[src/rtl/pwm_slew_if.sv]
// Duty-slew bundle between the register-file side (master) and the limiter (slave).
interface pwm_slew_if #(
  parameter int DUTY_W = 8
);
  logic [DUTY_W-1:0] target_duty;
  logic              bypass;
  logic [DUTY_W-1:0] duty_out;
  logic              busy;
  logic              done;

  modport master (output target_duty, bypass, input duty_out, busy, done);
  modport slave  (input target_duty, bypass, output duty_out, busy, done);
endinterface

[src/rtl/pwm_duty_slew.sv]
// Slew-rate limiter: walks duty_out toward a registered target in STEP_SIZE steps
// every STEP_DIV clocks, with a bypass that loads the target directly.
module pwm_duty_slew #(
  parameter int DUTY_W    = 8,
  parameter int STEP_DIV  = 16,
  parameter int STEP_SIZE = 1
) (
  input  logic        clk,
  input  logic        rst,
  pwm_slew_if.slave   bus
);
  localparam int PW = (STEP_DIV > 1) ? $clog2(STEP_DIV) : 1;
  localparam logic [PW-1:0]   PRESC_MAX = PW'(STEP_DIV - 1);
  localparam logic [DUTY_W:0] STEP_W    = (DUTY_W+1)'(STEP_SIZE);

  localparam logic [1:0] ST_IDLE = 2'd0;
  localparam logic [1:0] ST_UP   = 2'd1;
  localparam logic [1:0] ST_DOWN = 2'd2;

  logic [DUTY_W-1:0] target_q;
  logic [DUTY_W-1:0] duty_q;
  logic [PW-1:0]     presc_q;
  logic [1:0]        state_q;
  logic              done_q;

  logic              tick;
  logic              tgt_gt;
  logic              tgt_lt;
  logic [DUTY_W:0]   up_sum;
  logic [DUTY_W:0]   dn_diff;
  logic [DUTY_W-1:0] up_val;
  logic [DUTY_W-1:0] dn_val;
  logic [DUTY_W-1:0] duty_nxt;

  // Step math is one bit wider so a carry or borrow clamps to target
  // instead of wrapping.
  always_comb begin
    tick    = (presc_q == PRESC_MAX);
    tgt_gt  = (target_q > duty_q);
    tgt_lt  = (target_q < duty_q);
    up_sum  = {1'b0, duty_q} + STEP_W;
    dn_diff = {1'b0, duty_q} - STEP_W;
    up_val  = (up_sum > {1'b0, target_q}) ? target_q : up_sum[DUTY_W-1:0];
    dn_val  = (dn_diff[DUTY_W] || (dn_diff[DUTY_W-1:0] < target_q)) ? target_q
                                                                    : dn_diff[DUTY_W-1:0];
    duty_nxt = duty_q;
    if (tick) duty_nxt = tgt_gt ? up_val : dn_val;
  end

  always_ff @(posedge clk) begin
    if (rst) begin
      target_q <= '0;
      duty_q   <= '0;
      presc_q  <= '0;
      state_q  <= ST_IDLE;
      done_q   <= 1'b0;
    end else begin
      target_q <= bus.target_duty;
      if (bus.bypass) begin
        duty_q  <= target_q;
        presc_q <= '0;
        state_q <= ST_IDLE;
        done_q  <= (duty_q != target_q);
      end else begin
        case (state_q)
          ST_IDLE: begin
            presc_q <= '0;
            done_q  <= 1'b0;
            if (tgt_gt)      state_q <= ST_UP;
            else if (tgt_lt) state_q <= ST_DOWN;
          end
          default: begin
            // Direction follows the live compare; presc keeps running so a
            // reversal does not restart the step cadence.
            presc_q <= tick ? '0 : presc_q + 1'b1;
            duty_q  <= duty_nxt;
            if (duty_nxt == target_q) begin
              state_q <= ST_IDLE;
              done_q  <= 1'b1;
            end else begin
              state_q <= (target_q > duty_nxt) ? ST_UP : ST_DOWN;
              done_q  <= 1'b0;
            end
          end
        endcase
      end
    end
  end

  assign bus.duty_out = duty_q;
  assign bus.busy     = (state_q != ST_IDLE);
  assign bus.done     = done_q;
endmodule

[src/flat_wrapper.sv]
// flat-port wrapper written by rule: the top's interface ports become plain ports
module pwm_duty_slew_flat 
#(
  parameter int DUTY_W    = 8,
  parameter int STEP_DIV  = 16,
  parameter int STEP_SIZE = 1
)
  (clk, rst, bus_target_duty, bus_bypass, bus_duty_out, bus_busy, bus_done);
  pwm_slew_if #(.DUTY_W(DUTY_W)) bus_i ();
  input  logic clk;
  input  logic rst;
  input wire logic [$bits(bus_i.target_duty)-1:0] bus_target_duty;
  input wire logic [$bits(bus_i.bypass)-1:0] bus_bypass;
  output wire logic [$bits(bus_i.duty_out)-1:0] bus_duty_out;
  output wire logic [$bits(bus_i.busy)-1:0] bus_busy;
  output wire logic [$bits(bus_i.done)-1:0] bus_done;
  assign bus_i.target_duty = bus_target_duty;
  assign bus_i.bypass = bus_bypass;
  assign bus_duty_out = bus_i.duty_out;
  assign bus_busy = bus_i.busy;
  assign bus_done = bus_i.done;
  pwm_duty_slew #(.DUTY_W(DUTY_W), .STEP_DIV(STEP_DIV), .STEP_SIZE(STEP_SIZE)) u_core (.clk(clk), .rst(rst), .bus(bus_i));
endmodule
[config.mk]
export PLATFORM = sky130hd
export DESIGN_NAME = pwm_duty_slew_flat
export DESIGN_NICKNAME = d
export VERILOG_FILES = /design/src/rtl/pwm_slew_if.sv /design/src/rtl/pwm_duty_slew.sv /design/src/flat_wrapper.sv
export SDC_FILE = /design/constraint.sdc
export NUM_CORES = 1
export LEC_CHECK = 0
export ABC_CLOCK_PERIOD_IN_PS = 6600
export CAP_MARGIN = 15
export CORE_MARGIN = 4
export CORE_UTILIZATION = 30
export CTS_CLUSTER_SIZE = 20
export DETAILED_ROUTE_END_ITERATION = 16
export GPL_TIMING_DRIVEN = 0
export PLACE_DENSITY = 0.45
export SKIP_LAST_GASP = 1
export SLEW_MARGIN = 20
export SYNTH_ARGS = -nofsm -noshare
export SYNTH_HDL_FRONTEND = slang
export SYNTH_SLANG_ARGS = --single-unit
export TNS_END_PERCENT = 20
[constraint.sdc]
create_clock -name clk -period 6.6 [get_ports clk]
set_input_delay 1.98 -clock clk [delete_from_list [all_inputs] [get_ports clk]]
set_output_delay 1.98 -clock clk [all_outputs]
set_load 0.05 [all_outputs]
==> reports/metrics.yaml <==
cts:
  worstSkewPairLatency_ns: 0.27
  post_cts_buffers: 0
  cts-root-buf: "clkbuf_8"
  h-tree-depth: 1
  cts_resized: 0
  tritoncts: "done"
  clk_pin_slew_ns: 0.09
  clock_path_buffers: 2
  cts-buffers-inserted: 3
  hold_buffers: 0
  clock-sinks: 23
cells_and_area:
  fin_nets: 329
  syn_to_final_growth_pct: 16.7
  fillers: 720
  drive_above_1_share_pct: 8.13
  diodes: 0
logic_synthesis:
  async_flop_share_pct: 0
  ys_seq_area_share_pct: 21.5
  ys_warn_count: 0
  syn_area_um2: 2140
  ys_ff_latch: 23
  synth.avg_cell_area_um2: 8.23
  synth_fp_nets: 305
  synth_top_area_cell: "dfxtp_1"
  postSynthCellCount: 260
  synthFlopType: "dfxtp_1"
  synthDistinctLibCells: 48
  synth_edf_count: 0
  synthTopCellsByCount: "34 x ha_1, 23 x dfxtp_1, 17 x inv_1, 17 x nand2_1, 16 x a21oi_1"
  synth_top_area_share_pct: 21.5
  synth_area_leaders: "dfxtp_1 22%, ha_1 20%, xnor2_1 4.5%"
  yosys.cell_count.top_type: "ha_1"
critical_path:
  r2r_setup_slack_ns: 2.01
  slowest_delay_ns: 0.53
  path_cells: "ha_1, nand3_1, or3_1, xnor2_1, ha_1, a21oi_1, nor2b_1, nor3_1, o21ai_4, nor2_2, a211oi_1, a31oi_1, mux2_2, ha_1, nor2b_1, o21ai_0, nand2b_1, a21oi_1, o21ai_0, nor2_1, a21oi_1, nor3_1"
  endpoint: "u_core.state_q[1]"
  r2r-end: "u_core.state_q[1]"
  start_kind: "flip-flop"
  worst_ep_arrival_time_ns: 4.79
  path_class: "flip-flop to flip-flop"
  worstPathMaxFanout: 8
  cp_top_family: "simple AND/OR/NAND/NOR gates"
  cp-startpoint: "u_core.bus.duty_out[1]"
  r2r_start: "u_core.bus.duty_out[1]"
  rr_worst_depth: 22
  path_buf_inv: 0
  crit_cells: 22
  crit_path_end_kind: "flip-flop"
  crit_required_ns: 6.79
  crit_slowest_cell: "dfxtp_1"
route:
  drt_wl_total_mm: 6.29
  first_pass_iters: 4
  post_drt_wl_per_cell_um: 16.6
  drt_iter0_markers: 91
  vias_per_cell: 5.20
  dr_total_vias: 1972
  drtAntennaViolNets: 0
  drc: 0
min_path:
  min_path_type: "flip-flop to flip-flop"
  whs_path_depth: 1
  hp-start: "u_core.presc_q[0]"
floorplanning:
  floorplan.die.width_um: 92.5
  boundaryPins: 21
  start_util_pct: 31.1
  core_region_area_um2: 6870
  dieHeight_um: 92.5
  rows: 30
  die-area_um2: 8550
power_and_ir_drop:
  ir_drop_uv: 108
  power.internal_mw: 0.266
  power_density_nw_per_um2: 176
  leakage_nw: 0.956
  p_sw_mw: 0.172
  total_power_mw: 0.438
  switching_share_pct: 39.3
  p_clk_share_pct: 20.7
  power_frac_comb_pct: 43.8
  p_seq_share_pct: 35.5
global_routing:
  grt_overflow: 0
  grt_pass1_vias: 2035
  antenna_found_initial: 0
  grt_use_total_pct: 15.5
  grt_first_pass_wirelength_mm: 10.5
  grt_max_degree: 14
timing:
  finalHoldViolCount: 0
  grt_setup_unrepaired: "false"
  worst_slack_ns: 2.01
  slew_viol_final: 0
  slew_headroom_pct: 61.5
  period_needed_ns: 4.59
  fmax_mhz: 218
  period_share_pct: 69.6
  fin_tns_setup_ns: 0
  skew_ns: 0.00312
  tightest_slew_ns: 0.573
  setup_viol_count_final: 0
placement:
  portBuffers: 19
  place_congestion: 0.845
  dp_slack_ns: 2.09
  dp_hpwl_mm: 5.05
outcome:
  status: "complete, no violations"
flow_run:
  maxCapViolations: 0
[sequential cells by signal, summed over array words and instances, names as in the netlist]
signal	flops
u_core.bus.done	1
u_core.bus.duty_out	8
u_core.target_q	8
u_core.state_q	2
u_core.presc_q	4
[routing by layer]
metal	wire [µm]	global-route usage, %	share of wire (%)	vias to the layer above
met2	2950	25.3	47	47
met4	70	4.83	1.1	0
met5	0	0	0	-
li1	-	-	-	994
met3	207	1.14	3.3	8
met1	3060	21.6	49	923
[through the flow]
step	instances	hold slack, ns	area (µm²)	utilization [%]
6_report	379	0.462	2500	36.3
5_1_grt	379	0.484	2500	36.3
4_1_cts	379	0.467	2500	36.3
3_5_place_dp	375	0.454	2450	35.7
3_3_place_gp	375	0.447	2450	35.7
2_1_floorplan	260	0.433	2140	-
[how the worst min path moves through the flow]
stage / to / slack, ns
4_1_cts: u_core.presc_q[0] / 0.47
3_5_place_dp: u_core.presc_q[0] / 0.45
6_report: u_core.presc_q[0] / 0.46
5_1_grt: u_core.presc_q[0] / 0.48
2_1_floorplan: u_core.presc_q[0] / 0.43
3_3_place_gp: u_core.presc_q[0] / 0.45
[cell usage in the layout, fill, tap and decap left out, types with 5 or more instances in the layout]
cell,Yosys,final
ha_1,34,34
dfxtp_1,23,23
clkdlybuf4s50_1,0,19
nand2_1,17,17
inv_1,17,17
a21oi_1,16,16
nor3_1,14,14
nor2_1,13,13
nor2b_1,12,12
nand3_1,11,11
xnor2_1,11,11
o21ai_0,10,10
o22ai_1,9,9
mux2i_1,8,8
nand4_1,6,6
clkbuf_1,5,5
o31a_1,5,5
[cell families after synthesis]
group / after synthesis / synth area share (%)
compound gates: 63 / 20.2
xor+xnor: 14 / 5.73
fa+ha+maj: 34 / 19.9
buf+inv: 29 / 6.02
flops: 23 / 21.5
simple gates: 87 / 21.8
mux: 10 / 4.80
[power by group through the flow]
stage | Combinational (mW) | Clock, mW | Sequential (mW)
after global placement | 0.193 | 0 | 0.159
after CTS | 0.193 | 0.0943 | 0.156
after global routing | 0.216 | 0.0990 | 0.157
final | 0.192 | 0.0906 | 0.156
after detailed placement | 0.192 | 0 | 0.159
after floorplan | 0.134 | 0 | 0.164
[final cells by class]
| type | instances | area (µm²) | area share, % |
|---|---|---|---|
| multi-input cells | 208 | 1550 | 62.1 |
| flip-flops and latches | 23 | 460 | 18.4 |
| clock buffers | 3 | 41.3 | 1.65 |
| inverters | 19 | 71.3 | 2.86 |
| repair buffers | 19 | 190 | 7.62 |
| well taps | 96 | 120 | 4.81 |
| clock inverters | 1 | 5.00 | 0.201 |
| plain buffers | 10 | 57.6 | 2.31 |
No activity file was read; power rests on OpenSTA's default activity.
